**config.mk**
```make
export PLATFORM = sky130hd
export DESIGN_NAME = barrel_shifter_pipe
export DESIGN_NICKNAME = d
export VERILOG_FILES = /design/src/rtl/barrel_shifter_pipe.sv
export SDC_FILE = /design/constraint.sdc
export NUM_CORES = 1
export LEC_CHECK = 0
export BUFFER_PORTS_ARGS = -buffer_cell sky130_fd_sc_hd__clkbuf_2
export CORE_MARGIN = 2
export CORE_UTILIZATION = 40
export DETAILED_ROUTE_END_ITERATION = 12
export HOLD_SLACK_MARGIN = 0.15
export PLACE_DENSITY = 0.57
export REMOVE_ABC_BUFFERS = 1
export SLEW_MARGIN = 20
export SYNTH_ARGS = -nofsm -noshare
export SYNTH_HDL_FRONTEND = slang
export SYNTH_SLANG_ARGS = --single-unit
```
**constraint.sdc**
```tcl
create_clock -name clk -period 4.3 [get_ports clk]
set_input_delay 0.43 -clock clk [delete_from_list [all_inputs] [get_ports clk]]
set_output_delay 0.43 -clock clk [all_outputs]
set_load 0.005 [all_outputs]
```
**src/rtl/barrel_shifter_pipe.sv**
```systemverilog
// Pipelined barrel shifter: one log-shifter stage per amount bit, global stall, sticky lost flag.
// Latency SHW register stages; any stall freezes the whole pipe and drops in_ready.
module barrel_shifter_pipe #(
  parameter  int WIDTH = 8,
  localparam int SHW   = $clog2(WIDTH)
) (
  input  logic             clk,
  input  logic             rst_n,
  input  logic             in_valid,
  output logic             in_ready,
  input  logic [WIDTH-1:0] in_data,
  input  logic [SHW-1:0]   in_amt,
  input  logic [1:0]       in_mode,
  output logic             out_valid,
  input  logic             out_ready,
  output logic [WIDTH-1:0] out_data,
  output logic             out_lost
);

  localparam logic [1:0] MODE_LSL = 2'b00;
  localparam logic [1:0] MODE_LSR = 2'b01;
  localparam logic [1:0] MODE_ASR = 2'b10;
  localparam logic [1:0] MODE_ROL = 2'b11;
  localparam logic [WIDTH-1:0] ONES = {WIDTH{1'b1}};

  logic             vld_q  [0:SHW-1];
  logic [WIDTH-1:0] dat_q  [0:SHW-1];
  logic [SHW-1:0]   amt_q  [0:SHW-1];
  logic [1:0]       mode_q [0:SHW-1];
  logic             lost_q [0:SHW-1];

  // {lost, data} produced by each stage's shifter
  logic [WIDTH:0]   nxt    [0:SHW-1];

  logic en;

  // One conditional shift by s; lost accumulates the bits pushed off the word.
  function automatic logic [WIDTH:0] shift_stage(
    input logic [WIDTH-1:0] d,
    input logic             l,
    input logic             bit_set,
    input logic [1:0]       m,
    input int               s
  );
    logic [WIDTH-1:0] r;
    logic             x;
    r = d;
    x = l;
    if (bit_set) begin
      case (m)
        MODE_LSL: begin
          r = d << s;
          x = l | (|(d & ~(ONES >> s)));
        end
        MODE_LSR: begin
          r = d >> s;
          x = l | (|(d & ~(ONES << s)));
        end
        MODE_ASR: begin
          // MSB is still the operand sign in every stage, so it is the fill value
          r = $signed(d) >>> s;
          x = l | (|(d & ~(ONES << s)));
        end
        MODE_ROL: begin
          r = (d << s) | (d >> (WIDTH - s));
        end
        default: begin
          r = d;
        end
      endcase
    end
    return {x, r};
  endfunction

  assign out_valid = vld_q[SHW-1];
  assign out_data  = dat_q[SHW-1];
  assign out_lost  = lost_q[SHW-1];
  assign en        = !out_valid || out_ready;
  assign in_ready  = en;

  always_comb begin
    nxt[0] = shift_stage(in_data, 1'b0, in_amt[0], in_mode, 1);
    for (int k = 1; k < SHW; k++) begin
      nxt[k] = shift_stage(dat_q[k-1], lost_q[k-1], amt_q[k-1][k], mode_q[k-1], 1 << k);
    end
  end

  always_ff @(posedge clk or negedge rst_n) begin
    if (!rst_n) begin
      for (int k = 0; k < SHW; k++) begin
        vld_q[k]  <= 1'b0;
        dat_q[k]  <= '0;
        amt_q[k]  <= '0;
        mode_q[k] <= '0;
        lost_q[k] <= 1'b0;
      end
    end else if (en) begin
      // an idle input cycle loads a bubble, which keeps result timing fixed
      vld_q[0]  <= in_valid;
      dat_q[0]  <= nxt[0][WIDTH-1:0];
      lost_q[0] <= nxt[0][WIDTH];
      amt_q[0]  <= in_amt;
      mode_q[0] <= in_mode;
      for (int k = 1; k < SHW; k++) begin
        vld_q[k]  <= vld_q[k-1];
        dat_q[k]  <= nxt[k][WIDTH-1:0];
        lost_q[k] <= nxt[k][WIDTH];
        amt_q[k]  <= amt_q[k-1];
        mode_q[k] <= mode_q[k-1];
      end
    end
  end

endmodule

```
# [After elaboration in Yosys (flattened, before gate mapping)]
# Cells that the tools add are included.
[totals] out_inout_bits=11 reg_bits=40 input_bits=17 word_cells=53
[classes] bitwise=7 mux=12 reduce_logical=12 eq_ne=9
[op_table] op="8-bit one-hot mux with 4 select lines" count=3
[op_table] op="8-bit two-way mux" count=3
[op_table] op="2-bit == test, second input constant" count=6
[op_table] op="2-bit OR reduction" count=5
[op_table] op="8-bit by 1-bit bitwise OR with 8-bit output" count=1
[op_table] op="8-bit by 2-bit bitwise OR with 8-bit output" count=1
[op_table] op="8-bit by 4-bit bitwise OR with 8-bit output" count=1
[op_table] op="4-bit OR reduction" count=2
[op_table] op="2-bit by 1-bit == test with 1-bit output, second input constant" count=3
[op_table] op="2-bit zero test" count=3
[op_table] op="1-bit one-hot mux with 2 select lines" count=3
[op_table] op="1-bit bitwise OR" count=4
[op_table] op="1-bit two-way mux" count=3
[op_table] op="1-bit zero test" count=1
[op_table] op="1-bit logical OR" count=1

# [Logic depth before layout (Yosys ltp)]
# Gate-level depths: netlist (run 1).
[logic_depth] ltp_word=4 depth_mapped=6

# [Worst setup path before layout (run 1)]
# OpenSTA, ideal clock, no wires.
[synth_path] path_type="reg-to-reg" start="register mode_q[4] (netlist bit)" end="register dat_q[14] (netlist bit)" stages_incl_launch_ff=7 synth_period_minus_slack_ps=1506 arrival_time_ps=1378 required_ps=4172 path_slack_ps=2794 path_cell_list="dfrtp_1 -> inv_1 -> ha_1 -> or2_0 -> buf_2 -> a221oi_1 -> o21ai_1"
[synth_via] elab_chain_len=3 word_cells_on_any_way=6 cone_classes="eq/ne: 3; mux: 2; reduce/logical: 1"
[synth_rtl] item="from (decl)" line_no="29" source="logic [1:0] mode_q [0:SHW-1];"
[synth_rtl] item="from (signal, indexed assignment)" line_no="109" source="mode_q[k] <= mode_q[k-1];"
[synth_rtl] item="2-bit == test (tied with other cells)" line_no="50" source="case (m)"
[synth_rtl] item="8-bit one-hot mux with 4 select lines (*)" line_no="50"
[synth_rtl] item="8-bit two-way mux (*)" line_no="49" source="if (bit_set) begin"
[synth_rtl] item="to (signal, indexed assignment)" line_no="106" source="dat_q[k] <= nxt[k][WIDTH-1:0];"
[synth_rtl] item="to (decl)" line_no="27" source="logic [WIDTH-1:0] dat_q [0:SHW-1];"
# Every way passes the cells marked *; elsewhere a longest branch is shown, timed or not.
# A chain may end at the register's enable or synchronous reset.

# [Worst setup path in the final report (run 1)]
[layout_path] start="register vld_q (netlist bit out_valid)" end="output in_ready"
[layout_via] elab_chain_len=2
[layout_rtl] item="from (decl)" line_no="26" source="logic vld_q [0:SHW-1];"
[layout_rtl] item="from (signal, indexed assignment)" line_no="105" source="vld_q[k] <= vld_q[k-1];"
[layout_rtl] item="1-bit zero test" line_no="78" source="assign en = !out_valid || out_ready;"
[layout_rtl] item="1-bit logical OR" line_no="78"
[layout_rtl] item="to (decl)" line_no="10" source="output logic in_ready,"
# Every way passes these cells.

==> results_dict.tcl, run 1 <==
set metrics [dict create \
    status "finished clean" \
    cts_setup_buffers 0 \
    mostFrequentLayoutCell "dfrtp_1" \
    post_cts_resize_count 0 \
    synth_ff_type "dfrtp_1" \
    slew_viol_final 0 \
    postRouteAntennaNets 0 \
    syn_avg_cell_area_um2 8.98 \
    viasPerCell 5.11 \
    drtIter0Drc 49 \
    critPathRequiredTime_ns 3.87 \
    path_buf_inv 3 \
    clock-sinks 37 \
    layout_common_cells "37 x dfrtp_1, 27 x nand2_1, 27 x clkbuf_2, 23 x o21ai_1, 22 x a31oi_1" \
    critPathMaxFanout 43 \
    yosysWarnings 0 \
    clk_latency_ns 0.28 \
    dpl.cell_count 316 \
    syn_to_final_growth_pct 8.71 \
    start_util_pct 41.9 \
    hpwl_mm 2.98 \
    fin_util_pct 45.6 \
    finalWirelength_mm 4.08 \
    routedWlPerCell_um 12.6 \
    ys_async_sr_fraction_pct 100 \
    period_share_pct 51.5 \
    yosys-top-cells-area "dfrtp_1 43%, ha_1 9.3%, a31oi_1 6.4%, o21ai_1 5.3%, nand2_1 4.7%" \
    synth_top_area_share_pct 42.9 \
    gp_congestion 0.859 \
    final-hold-violation-count 0 \
    critPathLaunchType "flip-flop" \
    setup_viol 0 \
    cts_tree "built" \
    netlist_instances 240 \
    antenna_found_initial 0 \
    cap_violations 0 \
    yosysSeqAreaShare_pct 42.9 \
    fp.dieW_um 77.4 \
    synthMuxAreaShare_pct 0.464 \
    synth_compound_area_share_pct 20.7 \
    netlist.top_cell.by_area "dfrtp_1" \
    cts_root_buf "clkbuf_8" \
    rsz0062_at_grt "no" \
    yosys_register_bits 37 \
    synth_edf_count 0 \
    synth_top_family_by_area "compound AO/OA/AOI/OAI gates" \
    cts_buffer_depth 2 \
    critical_path.top_delay_family "buffers and inverters" \
    cp_slowest_cell "inv_2" \
    grt_max_degree 44 \
    grtUsageTotal_pct 14.8 \
    drc_errors 0 \
    portBuffers 27 \
    peakVddDrop_uv 168 \
    power.density_nw_per_um2 560 \
    grt_pass1_vias 1622 \
    drive_gt1_share_pct 16.6 \
    place_area_um2 2260 \
    ys_types 35 \
    rows 26 \
    yosys.area_share.simple_pct 19.0 \
    diodes 0 \
    arrival_ns 1.79 \
    end_kind "output pin" \
    grt_pass1_wl_mm 7.25 \
    vias 1651 \
    core_area_um2 5140 \
    nNetsFinal 286 \
    max_slew_margin_pct 39.3 \
    clkTransAtPathRegs_ns 0.07 \
    htree_levels 2 \
    fin_crit_ns 2.22 \
    syn-cell-area_um2 2160 \
    path_cells "nor2b_2 -> buf_4 -> inv_2 -> clkbuf_2" \
    hold_path_class "in -> async" \
    crit_type "reg -> out" \
    finalSetupTns_ns 0 \
    synth_xor_area_share_pct 0 \
    worstMarginPinSlew_ns 0.911 \
    fmax_mhz 451 \
    drtPass1Iterations 4 \
    fin_cells 323 \
    max_stage_delay_ns 0.52 \
    grt-ovfl-total 0 \
    design_area_um2 2340 \
    die_area_um2 5990 \
    synthAdderAreaFrac_pct 9.29 \
    die_h_um 77.4 \
    numCtsBuffers 5 \
    p_leak_nw 1.07 \
    fin_skew_ns 0.00261 \
    hold_buffers 0 \
    boundaryPins 28 \
]
## cell type report
| class | count | area, µm² |
|---|---|---|
| clock buffers | 6 | 72.6 |
| clock inverters | 1 | 8.76 |
| fillers | 548 | 2800 |
| inverters | 10 | 37.5 |
| multi-input cells | 171 | 1070 |
| flip-flops and latches | 37 | 926 |
| well taps | 70 | 87.6 |
| repair buffers | 28 | 143 |
## synthesized netlist by cell type (all sizes together) (2+ instances only)
cell type / count
o21ai: 31
a32oi: 5
and2b: 3
dfrtp: 37
nand3: 12
or2: 3
clkbuf: 3
a31oi: 22
nor3: 2
ha: 16
buf: 19
inv: 10
nand2: 27
nor2: 17
a221oi: 4
nor2b: 13
and3: 3
## kinds of logic after synthesis
| kind of cell | Yosys count |
|---|---|
| simple gates | 84 |
| buf+inv | 32 |
| mux | 1 |
| flops | 37 |
| fa+ha+maj | 16 |
| compound gates | 70 |
## path summary, 6_finish.rpt
kind | from | end | slack, ns | depth (start not counted)
max reg2reg | mode_q[4] | dat_q[10] | 2.61 | 5
min reg2reg | vld_q[1] | out_valid | 0.46 | 1
max in group asynchronous | rst_n | out_valid | 3.47 | 1
min | rst_n | out_data[7] | 0.27 | 1
max | out_valid | in_ready | 2.08 | 4
min in group clk | in_amt[2] | amt_q[8] | 0.35 | 3
## power breakdown
part	total (mW)	internal (mW)	switching, mW
sequential	0.617	0.483	0.134
combinational	0.462	0.213	0.249
clock	0.232	0.112	0.120
## per-layer routing
layer	up-vias	GRT usage, %	routed length, µm
li1	864	-	-
met1	744	17.7	1880
met2	34	25.8	1990
met3	9	2.91	126
met4	0	6.43	79
met5	-	0	0
## sequential cells by signal (all words and copies together), names as in the netlist
register   cells
dat_q         16
out_data       8
mode_q         4
amt_q          3
lost_q         2
vld_q          2
out_lost       1
out_valid      1
## stage by stage
step                      hold slack (ns)  worst slack (ns)  power [mW]
after floorplan                     0.134              1.73       0.923
after global placement              0.444              2.31        1.09
after detailed placement            0.445              2.32        1.10
after CTS                           0.303              2.06        1.33
after global routing                0.340              1.96        1.43
final                               0.270              2.08        1.31
Note: power is estimated with default switching activity, not from simulation.
==> run 2, diff against run 1 <==
Settings changed: ABC_AREA set to 1, PLACE_DENSITY 0.57 to 0.59.
Clock period 4.3 ns to 1.9 ns, I/O delays scaled along.
==> run 2 against run 1 <==
- non-clock buffer count grew 5
- setup slack lost 1.6 ns
- synthesized area grew 7.8%
- first-iteration DRC count grew to 2.7 times the previous value
- wire length grew 14%
- design area grew 11%
- clock power grew to 2.5 times the previous value
- global-route usage grew 1.7 points
- critical path type is now reg -> reg
- largest cell class unchanged
==> results_dict.tcl, run 2 <==
set metrics [dict create \
    fp.dieW_um 80.2 \
    cap_violations 0 \
    antenna_found_initial 0 \
    finalSetupTns_ns 0 \
    viasPerCell 4.63 \
    hpwl_mm 3.36 \
    netlist_instances 312 \
    diodes 0 \
    r2r_start "mode_q[4]" \
    grt_pass1_vias 1804 \
    fmax_mhz 707 \
    clock-sinks 37 \
    routedWlPerCell_um 11.4 \
    grt_max_degree 53 \
    yosys_register_bits 37 \
    ys_types 23 \
    end_kind "flip-flop" \
    syn_avg_cell_area_um2 7.45 \
    synth_edf_count 0 \
    die_h_um 80.2 \
    fin_cells 408 \
    vias 1890 \
    hold_path_class "in -> reg" \
    setup_viol 0 \
    crit_start "mode_q[4]" \
    start_util_pct 41.7 \
    peakVddDrop_uv 486 \
    finalWirelength_mm 4.66 \
    synth_common_cells "79 x nand2_1, 37 x dfrtp_1, 34 x inv_1, 32 x nor2_1, 28 x o21ai_1" \
    fin_crit_ns 1.41 \
    cts_root_buf "clkbuf_8" \
    whs_path_depth 3 \
    dpl.cell_count 396 \
    yosysSeqAreaShare_pct 39.8 \
    synth_top_area_share_pct 39.8 \
    grt-ovfl-total 0 \
    rows 27 \
    fin_util_pct 46.5 \
    core_area_um2 5570 \
    period_share_pct 74.4 \
    fin_skew_ns 0.00901 \
    netlist.top_cell.by_area "dfrtp_1" \
    finalPower_mw 3.21 \
    mostFrequentLayoutCell "nand2_1" \
    synth.most_common_cell "nand2_1" \
    boundaryPins 28 \
    worst_r2r_path_depth 8 \
    drc_errors 0 \
    portBuffers 27 \
    htree_levels 2 \
    die_area_um2 6430 \
    numCtsBuffers 5 \
    grtUsageTotal_pct 16.5 \
    ys_async_sr_fraction_pct 100 \
    gp_congestion 0.743 \
    nNetsFinal 368 \
    largest_register_ffs 16 \
    power.density_nw_per_um2 1240 \
    syn_to_final_growth_pct 11.5 \
    drtIter0Drc 133 \
    grt_pass1_wl_mm 8.20 \
    cts_buffer_depth 2 \
    yosys-top-cells-area "dfrtp_1 40%, nand2_1 13%, ha_1 8.6%, o21ai_1 6.0%, inv_1 5.5%" \
    slew_viol_final 0 \
    cts_setup_buffers 0 \
    top_register "dat_q" \
    layout_common_cells "79 x nand2_1, 37 x dfrtp_1, 34 x inv_1, 32 x nor2_1, 28 x o21ai_1" \
    grt_busiest_layer "met2" \
    cts_tree "built" \
    critPathLaunchType "flip-flop" \
    r2r_slack_ns 0.49 \
    final-hold-violation-count 0 \
    p_leak_nw 1.38 \
    drtPass1Iterations 4 \
    arrival_ns 1.60 \
    clkTransAtPathRegs_ns 0.07 \
    synth_ff_type "dfrtp_1" \
    grtUsageMet3_pct 3.82 \
    met2_usage_pct 29.3 \
    worstMarginPinSlew_ns 0.469 \
    drive_gt1_share_pct 16.1 \
    crit_type "reg -> reg" \
    clk_latency_ns 0.29 \
    syn-cell-area_um2 2320 \
    use_met1_pct 19.0 \
    post_cts_resize_count 0 \
    postRouteAntennaNets 0 \
    rsz0062_at_grt "no" \
    worstHoldStart "in_mode[1]" \
    hold_buffers 4 \
    yosysWarnings 0 \
    status "finished clean" \
    critPathRequiredTime_ns 2.08 \
    max_slew_margin_pct 68.7 \
    critPathMaxFanout 6 \
]
run 2: final cells by class:
| class | count | area [µm²] |
|---|---|---|
| Multi-Input combinational cell | 213 | 1100 |
| Fill cell | 585 | 2980 |
| Clock inverter | 2 | 13.8 |
| Sequential cell | 37 | 926 |
| Clock buffer | 6 | 82.6 |
| Inverter | 45 | 171 |
| Timing Repair Buffer | 33 | 203 |
| Tap cell | 72 | 90.1 |
run 2: cell families (layout without fill, tap and decap cells):
logic type	count (synthesis)	in the layout	synth area share [%]
AO/OA/AOI/OAI	46	46	10.1
adder cells (fa/ha/maj)	16	16	8.62
buffers and inverters	62	86	12.7
flip-flops	37	37	39.8
AND/OR/NAND/NOR	151	151	28.8
run 2: power by group:
group | internal, mW | switching (mW) | total [mW]
Clock | 0.294 | 0.289 | 0.583
Sequential | 1.09 | 0.270 | 1.36
Combinational | 0.510 | 0.755 | 1.27
run 2: final timing paths:
| path | end |
|---|---|
| min in group asynchronous | out_data[3] |
| max in group asynchronous | mode_q[3] |
| worst min register to register | out_valid |
| worst max-delay path | dat_q[11] |
| worst max register to register | dat_q[11] |
| worst min-delay path | mode_q[5] |
run 2: stage by stage:
step	worst slack [ns]	hold WS (ns)	area [µm²]
2_1_floorplan	0.634	-0.106	2200
3_3_place_gp	0.570	0.270	2450
3_5_place_dp	0.523	0.266	2450
4_1_cts	0.497	0.180	2590
5_1_grt	0.387	0.199	2590
6_report	0.486	0.184	2590
run 2: metal layers:
metal,share of wire (%),vias to the layer above
met3,4.2,7
li1,-,1013
met4,2.2,0
met2,50,43
met5,0,-
met1,44,827
run 2: critical path: stages, from the launching register on:
cell     delay (ns)
dfrtp_1        0.43
inv_1          0.11
ha_1           0.24
inv_2          0.09
nand2_1        0.13
nand2_1        0.10
nand3_1        0.07
nand2_1        0.07
o21ai_1        0.05
